File: config.mk
export PLATFORM = sky130hd
export DESIGN_NAME = tcp_rx_proto_calc
export DESIGN_NICKNAME = d
export VERILOG_FILES = /design/src/rtl/tcp_misc_pkg.sv /design/src/rtl/tcp_pkg.sv /design/src/rtl/tcp_ack_window_check.sv /design/src/rtl/tcp_rx_proto_calc.sv
export SDC_FILE = /design/constraint.sdc
export NUM_CORES = 1
export LEC_CHECK = 0
export ABC_CLOCK_PERIOD_IN_PS = 10300
export BUFFER_PORTS_ARGS = -buffer_cell sky130_fd_sc_hd__buf_2
export CAP_MARGIN = 20
export CORE_AREA = 8 8 212 214
export DETAILED_ROUTE_END_ITERATION = 16
export DIE_AREA = 0 0 220 222
export PLACE_DENSITY = 0.86
export SYNTH_ARGS = -nofsm -noshare
export SYNTH_HDL_FRONTEND = slang
export SYNTH_SLANG_ARGS = --single-unit
File: constraint.sdc
create_clock -name clk -period 10.3 [get_ports clk]
set_input_delay 1.545 -clock clk [delete_from_list [all_inputs] [get_ports clk]]
set_output_delay 1.545 -clock clk [all_outputs]
set_load 0.05 [all_outputs]
File: src/rtl/tcp_misc_pkg.sv
// tcp_misc_pkg: small stage-local types.
// rx_fsm_state_e sequences tcp_rx_proto_calc.
package tcp_misc_pkg;

  typedef enum logic [1:0] {
    IDLE     = 2'd0,
    RD_STATE = 2'd1,
    CALC     = 2'd2,
    OUTPUT   = 2'd3
  } rx_fsm_state_e;

endpackage

File: src/rtl/tcp_pkg.sv
// tcp_pkg: shared TCP engine types (header, flow state, payload, sched cmd).
// Widths here are the defaults used by the slow-path stages.
package tcp_pkg;

  localparam int TCP_FLOWID_W         = 8;
  localparam int TCP_RX_PAYLOAD_PTR_W = 14;
  localparam int TCP_TX_PAYLOAD_PTR_W = 14;

  typedef struct packed {
    logic [31:0] seq_num;
    logic [31:0] ack_num;
    logic        ack_flag;
    logic [15:0] window;
  } tcp_pkt_hdr;

  typedef struct packed {
    logic [31:0] addr;
    logic [15:0] size;
  } payload_buf_struct;

  typedef struct packed {
    logic [31:0] ack_num;
  } ack_state_struct;

  typedef struct packed {
    logic [31:0]     their_ack_num;
    logic [15:0]     our_win_size;
    ack_state_struct our_ack_state;
    logic [15:0]     their_win_size;
  } smol_rx_state_struct;

  typedef struct packed {
    logic [31:0] our_seq_num;
  } smol_tx_state_struct;

  typedef enum logic [1:0] {
    SCHED_NOP   = 2'd0,
    SCHED_SET   = 2'd1,
    SCHED_CLEAR = 2'd2
  } sched_flag_e;

  typedef struct packed {
    logic [TCP_FLOWID_W-1:0] flowid;
    sched_flag_e             ack_pend;
    sched_flag_e             rt_pend;
    sched_flag_e             data_pend;
    logic [31:0]             timestamp;
  } sched_cmd_struct;

endpackage

File: src/rtl/tcp_ack_window_check.sv
// tcp_ack_window_check: modular ACK classification against unacked window.
// In: hdr_ack, ack_state, our_seq. Out: d_ack, new_ack, win_valid.
module tcp_ack_window_check (
  input  logic [31:0] hdr_ack,
  input  logic [31:0] ack_state,
  input  logic [31:0] our_seq,
  output logic [31:0] d_ack,
  output logic        new_ack,
  output logic        win_valid
);

  logic [31:0] d_out;

  // distances from the last ack wrap naturally mod 2^32
  assign d_ack     = hdr_ack - ack_state;
  assign d_out     = our_seq - ack_state;
  assign win_valid = (d_ack <= d_out);
  assign new_ack   = (d_ack != '0) && win_valid;

endmodule

File: src/rtl/tcp_rx_proto_calc.sv
// tcp_rx_proto_calc: RX seq/ack check, state writeback, commit, sched update.
// Ports: rx_hdr val/rdy in, state rd/wr, tx head ptr wr, commit, sched out.
module tcp_rx_proto_calc
  import tcp_pkg::*;
  import tcp_misc_pkg::*;
#(
  parameter int FLOWID_W         = TCP_FLOWID_W,
  parameter int RX_PAYLOAD_PTR_W = TCP_RX_PAYLOAD_PTR_W,
  parameter int TX_PAYLOAD_PTR_W = TCP_TX_PAYLOAD_PTR_W
) (
  input  logic                      clk,
  input  logic                      rst_n,
  input  logic                      rx_hdr_val,
  output logic                      rx_hdr_rdy,
  input  tcp_pkt_hdr                rx_hdr,
  input  logic [FLOWID_W-1:0]       rx_flowid,
  input  payload_buf_struct         rx_payload,
  output logic [FLOWID_W-1:0]       rx_state_rd_req_addr,
  input  smol_rx_state_struct       rx_state_rd_resp_data,
  output logic [FLOWID_W-1:0]       tx_state_rd_req_addr,
  input  smol_tx_state_struct       tx_state_rd_resp_data,
  output logic                      rx_state_wr_req_val,
  output logic [FLOWID_W-1:0]       rx_state_wr_req_addr,
  output smol_rx_state_struct       rx_state_wr_req_data,
  output logic                      tx_head_ptr_wr_req_val,
  output logic [FLOWID_W-1:0]       tx_head_ptr_wr_req_addr,
  output logic [TX_PAYLOAD_PTR_W:0] tx_head_ptr_wr_req_data,
  output logic                      rx_commit_val,
  input  logic                      rx_commit_rdy,
  output logic                      rx_commit_accept,
  output payload_buf_struct         rx_commit_desc,
  output logic [FLOWID_W-1:0]       rx_commit_flowid,
  output logic                      rx_sched_update_val,
  input  logic                      rx_sched_update_rdy,
  output sched_cmd_struct           rx_sched_update_cmd
);

  rx_fsm_state_e       state;
  logic                rd_wait;
  tcp_pkt_hdr          hdr_q;
  logic [FLOWID_W-1:0] flowid_q;
  payload_buf_struct   payload_q;
  smol_rx_state_struct rx_st_q;
  smol_tx_state_struct tx_st_q;

  logic [31:0] d_ack;
  logic        ack_new;
  logic        win_valid;

  logic [31:0]         len32;
  logic                in_order;
  logic                fits;
  logic                has_data;
  logic                accept_c;
  logic                new_ack_c;
  logic                win_upd_c;
  smol_rx_state_struct st_c;
  payload_buf_struct   desc_c;
  sched_cmd_struct     cmd_c;
  logic                commit_done;
  logic                sched_done;

  assign rx_state_rd_req_addr    = flowid_q;
  assign tx_state_rd_req_addr    = flowid_q;
  assign rx_state_wr_req_addr    = flowid_q;
  assign tx_head_ptr_wr_req_addr = flowid_q;
  assign rx_commit_flowid        = flowid_q;

  tcp_ack_window_check u_ack (
    .hdr_ack   (hdr_q.ack_num),
    .ack_state (rx_st_q.our_ack_state.ack_num),
    .our_seq   (tx_st_q.our_seq_num),
    .d_ack     (d_ack),
    .new_ack   (ack_new),
    .win_valid (win_valid)
  );

  always_comb begin
    len32     = 32'(payload_q.size);
    in_order  = (hdr_q.seq_num == rx_st_q.their_ack_num);
    fits      = (payload_q.size <= rx_st_q.our_win_size);
    has_data  = (payload_q.size != '0);
    accept_c  = in_order & fits & has_data;
    new_ack_c = hdr_q.ack_flag & ack_new & (d_ack != '0);
    win_upd_c = hdr_q.ack_flag & win_valid;

    st_c        = rx_st_q;
    desc_c.size = payload_q.size;
    // a drop frees the staging slot, so it carries the staging address
    desc_c.addr = payload_q.addr;
    if (accept_c) begin
      st_c.their_ack_num = rx_st_q.their_ack_num + len32;
      st_c.our_win_size  = rx_st_q.our_win_size - payload_q.size;
      desc_c.addr =
        32'(rx_st_q.their_ack_num[RX_PAYLOAD_PTR_W-1:0]);
    end
    if (new_ack_c) begin
      st_c.our_ack_state.ack_num = hdr_q.ack_num;
    end
    if (win_upd_c) begin
      st_c.their_win_size = hdr_q.window;
    end

    cmd_c           = '0;
    cmd_c.flowid    = flowid_q;
    cmd_c.ack_pend  = SCHED_NOP;
    cmd_c.rt_pend   = SCHED_NOP;
    cmd_c.data_pend = SCHED_NOP;
    if (has_data) begin
      cmd_c.ack_pend = SCHED_SET;
    end
    if (new_ack_c) begin
      cmd_c.rt_pend   = SCHED_CLEAR;
      cmd_c.data_pend = SCHED_SET;
    end
  end

  assign commit_done = !rx_commit_val || rx_commit_rdy;
  assign sched_done  = !rx_sched_update_val || rx_sched_update_rdy;

  always_ff @(posedge clk or negedge rst_n) begin
    if (!rst_n) begin
      state                   <= IDLE;
      rd_wait                 <= 1'b0;
      rx_hdr_rdy              <= 1'b0;
      hdr_q                   <= '0;
      flowid_q                <= '0;
      payload_q               <= '0;
      rx_st_q                 <= '0;
      tx_st_q                 <= '0;
      rx_state_wr_req_val     <= 1'b0;
      rx_state_wr_req_data    <= '0;
      tx_head_ptr_wr_req_val  <= 1'b0;
      tx_head_ptr_wr_req_data <= '0;
      rx_commit_val           <= 1'b0;
      rx_commit_accept        <= 1'b0;
      rx_commit_desc          <= '0;
      rx_sched_update_val     <= 1'b0;
      rx_sched_update_cmd     <= '0;
    end else begin
      unique case (state)
        IDLE: begin
          if (rx_hdr_val && rx_hdr_rdy) begin
            hdr_q      <= rx_hdr;
            flowid_q   <= rx_flowid;
            payload_q  <= rx_payload;
            rx_hdr_rdy <= 1'b0;
            rd_wait    <= 1'b0;
            state      <= RD_STATE;
          end else begin
            rx_hdr_rdy <= 1'b1;
          end
        end
        RD_STATE: begin
          // first cycle presents the address, second sees the data
          if (rd_wait) begin
            rx_st_q <= rx_state_rd_resp_data;
            tx_st_q <= tx_state_rd_resp_data;
            state   <= CALC;
          end else begin
            rd_wait <= 1'b1;
          end
        end
        CALC: begin
          rx_state_wr_req_val     <= 1'b1;
          rx_state_wr_req_data    <= st_c;
          tx_head_ptr_wr_req_val  <= new_ack_c;
          tx_head_ptr_wr_req_data <=
            hdr_q.ack_num[TX_PAYLOAD_PTR_W:0];
          rx_commit_val           <= has_data;
          rx_commit_accept        <= accept_c;
          rx_commit_desc          <= desc_c;
          rx_sched_update_val     <= has_data | new_ack_c;
          rx_sched_update_cmd     <= cmd_c;
          state                   <= OUTPUT;
        end
        OUTPUT: begin
          rx_state_wr_req_val    <= 1'b0;
          tx_head_ptr_wr_req_val <= 1'b0;
          if (rx_commit_rdy) begin
            rx_commit_val <= 1'b0;
          end
          if (rx_sched_update_rdy) begin
            rx_sched_update_val <= 1'b0;
          end
          if (commit_done && sched_done) begin
            rx_hdr_rdy <= 1'b1;
            state      <= IDLE;
          end
        end
        default: state <= IDLE;
      endcase
    end
  end

endmodule

After elaboration in Yosys (flattened, before gate mapping):

Cells that the tools add are included.

* add/sub/neg operators: 4
* magnitude comparators: 2
* equal/unequal tests: 9
* mux-type cells: 21
* bitwise operators: 6
* reductions and logical operators: 20

Operator list (count)
* two-way mux 32 bit: 2
* subtractor 32 bit: 2
* two-way mux 48 bit: 1
* adder 32 x 16 -> 32 bit: 1
* == test 32 bit: 1
* <= comparator 32 bit: 1
* nonzero test 32 bit: 1
* <= comparator 16 bit: 1
* two-way mux 16 bit: 1
* nonzero test 16 bit: 1
* subtractor 16 bit: 1
* case mux 1 bit (2 select lines): 6
* AND reduction 2 bit: 6
* != test 2 bit (second input constant): 5
* case mux 2 bit (4 select lines): 1
* two-way mux 1 bit: 6
* two-way mux 2 bit: 3
* nonzero test 2 bit: 3
* AND 1 bit: 5
* == test 2 bit (second input constant): 2
* two-way mux 4 bit: 1
* logical AND 1 bit: 3
* AND reduction 3 bit: 1
* == test 2 x 1 -> 1 bit (second input constant): 1
* 4 further kinds: 6

* register bits: 447
* input bits: 270
* word-level logic and storage cells: 93

Longest topological paths before layout:

* word-level depth: 7
* gate-level depth with buffers: 24
* depth with buffers taken out: 23

Modules after synthesis:

Synthesis repeated with hierarchy kept, for this count alone.

* cell total of the unflattened synthesis: 2265
* area, all modules: 24402.2 um2

By module, submodules not included
* tcp_rx_proto_calc: times used 1, cells an instance 1683, area an instance 20200.6 um2, sequential area each 11085.6 um2
* tcp_ack_window_check: times used 1, cells an instance 582, area an instance 4201.5 um2, sequential area each 0.0 um2

Least setup slack after synthesis:

No wires, ideal clock.

* path type: reg-to-reg
* start: register rx_st_q[22] (netlist bit)
* end: register rx_state_wr_req_data[27] (netlist bit)
* setup time: 0.152 ns
* arrival time: 5.604 ns
* data required time: 10.148 ns
* slack: 4.544 ns
* stages on the path, launching flop included: 24
* buffers on the path: 2
* period minus slack after synthesis: 5.756 ns
* path through: dfrtp_1 -> inv_1 -> ha_1 -> a21o_1 -> a221oi_1 -> a31oi_1 -> a21oi_1 -> nor2b_1 -> a221oi_1 -> a31oi_1 -> o41ai_1 -> xnor2_1 -> ha_1 -> a21o_1 -> a21o_1 -> a21o_1 -> a21oi_1 -> nor2b_1 -> o211ai_1 -> nand4b_1 -> o31ai_1 -> clkbuf_1 -> clkbuf_1 -> o221ai_2

* word-level cells in the longest chain between the ends: 6
* elaborated cells on any way between the ends: 8
* those cells by class: 2 x add/sub; 1 x order compare; 1 x mux; 2 x bitwise; 2 x reduce/logical

Ends and longest elaborated chain
* start, declared: RTL line tcp_rx_proto_calc.sv:43 `smol_rx_state_struct rx_st_q;`
* start signal, assigned: RTL line tcp_rx_proto_calc.sv:157 `rx_st_q <= rx_state_rd_resp_data;`
* subtractor 32 bit (on tied branches): RTL line tcp_ack_window_check.sv:15, tcp_ack_window_check.sv:16
* <= comparator 32 bit or nonzero test 32 bit (tied branches): RTL line tcp_ack_window_check.sv:17, tcp_ack_window_check.sv:18, tcp_rx_proto_calc.sv:84
* logical AND 1 bit: RTL line tcp_ack_window_check.sv:18 `assign new_ack = (d_ack != '0) && win_valid;`
* AND 1 bit: RTL line tcp_rx_proto_calc.sv:84 `new_ack_c = hdr_q.ack_flag & ack_new & (d_ack != '0);`
* AND 1 bit (*): RTL line tcp_rx_proto_calc.sv:84
* two-way mux 32 bit (*): RTL line tcp_rx_proto_calc.sv:97 `if (new_ack_c) begin`
* end signal, assigned: RTL line tcp_rx_proto_calc.sv:166 `rx_state_wr_req_data <= st_c;`
* end, declared: RTL line tcp_rx_proto_calc.sv:24 `output smol_rx_state_struct rx_state_wr_req_data,`

Every way passes the cells marked *; elsewhere a longest branch is shown, timed or not.
A chain may end at the register's enable or synchronous reset.

Worst setup path after layout:

* start: register rx_st_q[22] (netlist bit)
* end: register rx_state_wr_req_data[20] (netlist bit)

Same word-level chain as after synthesis.

==> results.py <==
metrics = {
    "logic_synthesis": {
        "ys_seq_area_share_pct": 44.84,
        "synth_top_family_by_area": "multiplexers",
        "avgSynthCellArea_um2": 10.96,
        "yosys.area_share.simple_pct": 9.640,
        "async_reset_ff_share_pct": 100.0,
        "synthesis.area_um2": 24720,
        "yosysWarnings": 0,
        "yosys_register_bits": 443,
        "synthTopCellsByArea": "dfrtp_1, mux2_2, ha_1",
        "synth_commonest_cells": "dfrtp_1, mux2_2, nor2_1, nand2_1, a21oi_1",
        "yosysTopAreaCellShare_pct": 44.84,
        "synthCells": 2256,
        "synth_xor_xnor_area_share_pct": 4.499,
        "yosysTopAreaCell": "dfrtp_1",
        "synthAdderAreaFrac_pct": 6.902,
        "yosysMostFrequentCell": "dfrtp_1",
        "synth_compound_area_share_pct": 11.04,
        "synthFlopType": "dfrtp_1",
        "synthMuxAreaShare_pct": 17.71,
        "synth_cell_types": 73,
        "synth_edf_count": 0,
    },
    "worst_setup_path": {
        "startpoint_type": "register",
        "critPathArrivalTime_ps": 6760,
        "worstReg2RegEnd": "rx_state_wr_req_data[20]",
        "endpoint_kind": "register",
        "r2r_setup_slack_ps": 4040,
        "required_ps": 10800,
        "cp_max_fo": 37,
        "crit_type": "reg2reg",
        "r2r_start": "rx_st_q[22]",
        "r2r_cells": 24,
    },
    "clock_tree": {
        "clk_pin_slew_ps": 60,
        "clockBufferDepth": 3,
        "cts_setup_buffers": 0,
        "cts_resized": 0,
        "clock_latency_ps": 610,
        "htree_levels": 2,
        "clock-root-buffer": "clkbuf_16",
        "clock_sinks": 443,
        "cts_inserted_buffers": 47,
        "cts_hold_buf": 0,
        "cts_tree": "done",
    },
    "place": {
        "gp_congestion": 0.9147,
        "io_buffer_count": 485,
        "dp_hpwl_um": 56290,
    },
    "floorplanning": {
        "start_util_pct": 59.61,
        "core_area_um2": 41480,
        "die_y_um": 222,
        "die_area_um2": 48840,
        "ioPinCount": 521,
        "die_w_um": 220,
        "row_count": 75,
    },
    "timing": {
        "period_minus_slack_ps": 6259,
        "fmax_ghz": 0.1598,
        "setup_viol": 0,
        "finalSetupTns_ps": 0,
        "period_share_pct": 60.76,
        "max-slew-margin-rel_pct": 25.95,
        "rsz0062_at_grt": "false",
        "final_hold_viol_count": 0,
        "fin_worst_skew_ps": 24.24,
        "drv_slew": 0,
        "tightest_slew_ps": 1111,
    },
    "min_path": {
        "whs_path_depth": 1,
        "hold_start": "rx_commit_desc[40]",
        "hold_path_class": "reg2reg",
        "min_to": "rx_commit_desc[40]",
    },
    "cells_and_area": {
        "drive_gt1_share_pct": 35.86,
        "syn_to_final_growth_pct": 16.99,
        "fin_nets": 3078,
    },
    "grt": {
        "grt_pass1_wl_um": 118000,
        "first_global_vias": 20450,
        "grt_max_degree": 117,
        "antenna_found_initial": 20,
        "overflow": 0,
        "track_usage_pct": 30.76,
    },
    "detailed_routing": {
        "drt_iter0_drc": 1479,
        "dr.pass1.iters": 5,
        "num_vias": 19530,
        "wire_per_inst_um": 23.64,
        "drc": 0,
        "finalWirelength_um": 77210,
        "viasPerCell": 5.979,
        "drtAntennaViolNets": 0,
    },
    "flow_run": {
        "drv_cap": 0,
    },
    "outcome": {
        "status": "finished clean",
    },
}
==> cell usage in the layout, fill, tap and decap left out, types with 8 or more instances in the layout <==
master       n
o2bb2ai_1   20
nor4_1      17
diode_2     14
ha_1       129
nand2_1    142
nand2b_1    20
and3_1      10
conb_1      35
clkbuf_16   48
xor2_1      61
inv_1      107
a21oi_1    139
dfrtp_1    443
o221ai_2    27
mux2_4      27
mux2_2     312
buf_2      484
clkbuf_1     8
nor2b_1     23
nor2_1     145
nand4_1     31
clkbuf_8     8
o21a_1      19
nand3_1     49
nor3_1      30
a21o_1      39
mux2i_1     46
o21ai_0     46
a31oi_1     30
clkinv_2    10
xnor2_1     66
buf_4       16
==> how the worst max path moves through the flow <==
stage / startpoint / to / depth (start not counted)
after floorplan: rx_st_q[22] / rx_state_wr_req_data[27] / 23
after global placement: rx_st_q[22] / rx_state_wr_req_data[26] / 24
after detailed placement: rx_st_q[22] / rx_state_wr_req_data[18] / 24
after CTS: rx_st_q[22] / rx_state_wr_req_data[18] / 24
after global routing: rx_st_q[22] / rx_state_wr_req_data[17] / 24
final: rx_st_q[22] / rx_state_wr_req_data[20] / 24
==> flip-flops by register name, indices dropped and copies added, names as in the netlist <==
signal and flops:
tx_head_ptr_wr_req_data 15, payload_q 32, hdr_q 81, rx_commit_flowid 8
rx_commit_desc 48, rx_sched_update_val 1, rx_hdr_rdy 1, rx_st_q 96
state 2, rx_state_wr_req_data 96, tx_head_ptr_wr_req_val 1, rx_state_wr_req_val 1
rx_commit_accept 1, rx_commit_val 1, rx_sched_update_cmd 10, desc_c 16
rd_wait 1, tx_st_q 32
==> per-stage QoR <==
step                      setup slack [ps]  util (%)  hold slack, ps  cells  cell area (um2)
final                                 4041     69.74           487.0   3266            28930
after global routing                  3464     69.71           497.0   3262            28920
after CTS                             4057     69.60           488.8   3251            28870
after detailed placement              4069     65.63           469.6   3163            27220
after global placement                4241     65.63           461.1   3163            27220
after floorplan                       4544         -           478.7   2290            24850
==> layer usage <==
layer	wire (um)	track usage, %
met5	100	0
met4	3300	13.11
met3	5807	7.490
met2	38130	51.32
met1	29880	37.45
==> worst max-delay path, stage by stage, from the launching register on <==
cell and delay [ps]:
dfrtp_1 360, inv_1 80, ha_1 370, a21o_1 200, a221oi_1 440, a31oi_1 220, a21oi_1 270, nor2b_1 120
a221oi_1 380, a31oi_1 180, o41ai_1 680, xnor2_1 160, ha_1 320, a21o_1 160, a21o_1 160, a21o_1 160
a21oi_1 130, nor2b_1 70, o211ai_1 160, nand4b_1 180, o31ai_4 270, buf_4 490, nand3_1 180, mux2_4 340
o221ai_2 60
==> area by class of cell <==
| class | instances | area (um2) |
|---|---|---|
| antenna | 14 | 35.03 |
| clock buffer | 64 | 1341 |
| clock inverter | 24 | 307.8 |
| fill | 2905 | 12550 |
| inverter | 107 | 401.6 |
| multi-input combinational | 1573 | 12500 |
| sequential | 443 | 11090 |
| tap | 539 | 674.4 |
| timing repair buffer | 502 | 2577 |
==> cell families (layout without fill, tap and decap cells) <==
kind of cell | count (synthesis) | in the layout
adder cells (fa/ha/maj) | 134 | 134
flip-flops | 443 | 443
other | 1 | 49
multiplexers | 385 | 385
AND/OR/NAND/NOR | 502 | 502
AO/OA/AOI/OAI | 390 | 390
buffers and inverters | 274 | 697
XOR/XNOR | 127 | 127
Power is left out: the tool's default activity adds up to more than one toggle a clock period on the data nets, which glitch-free logic cannot reach.
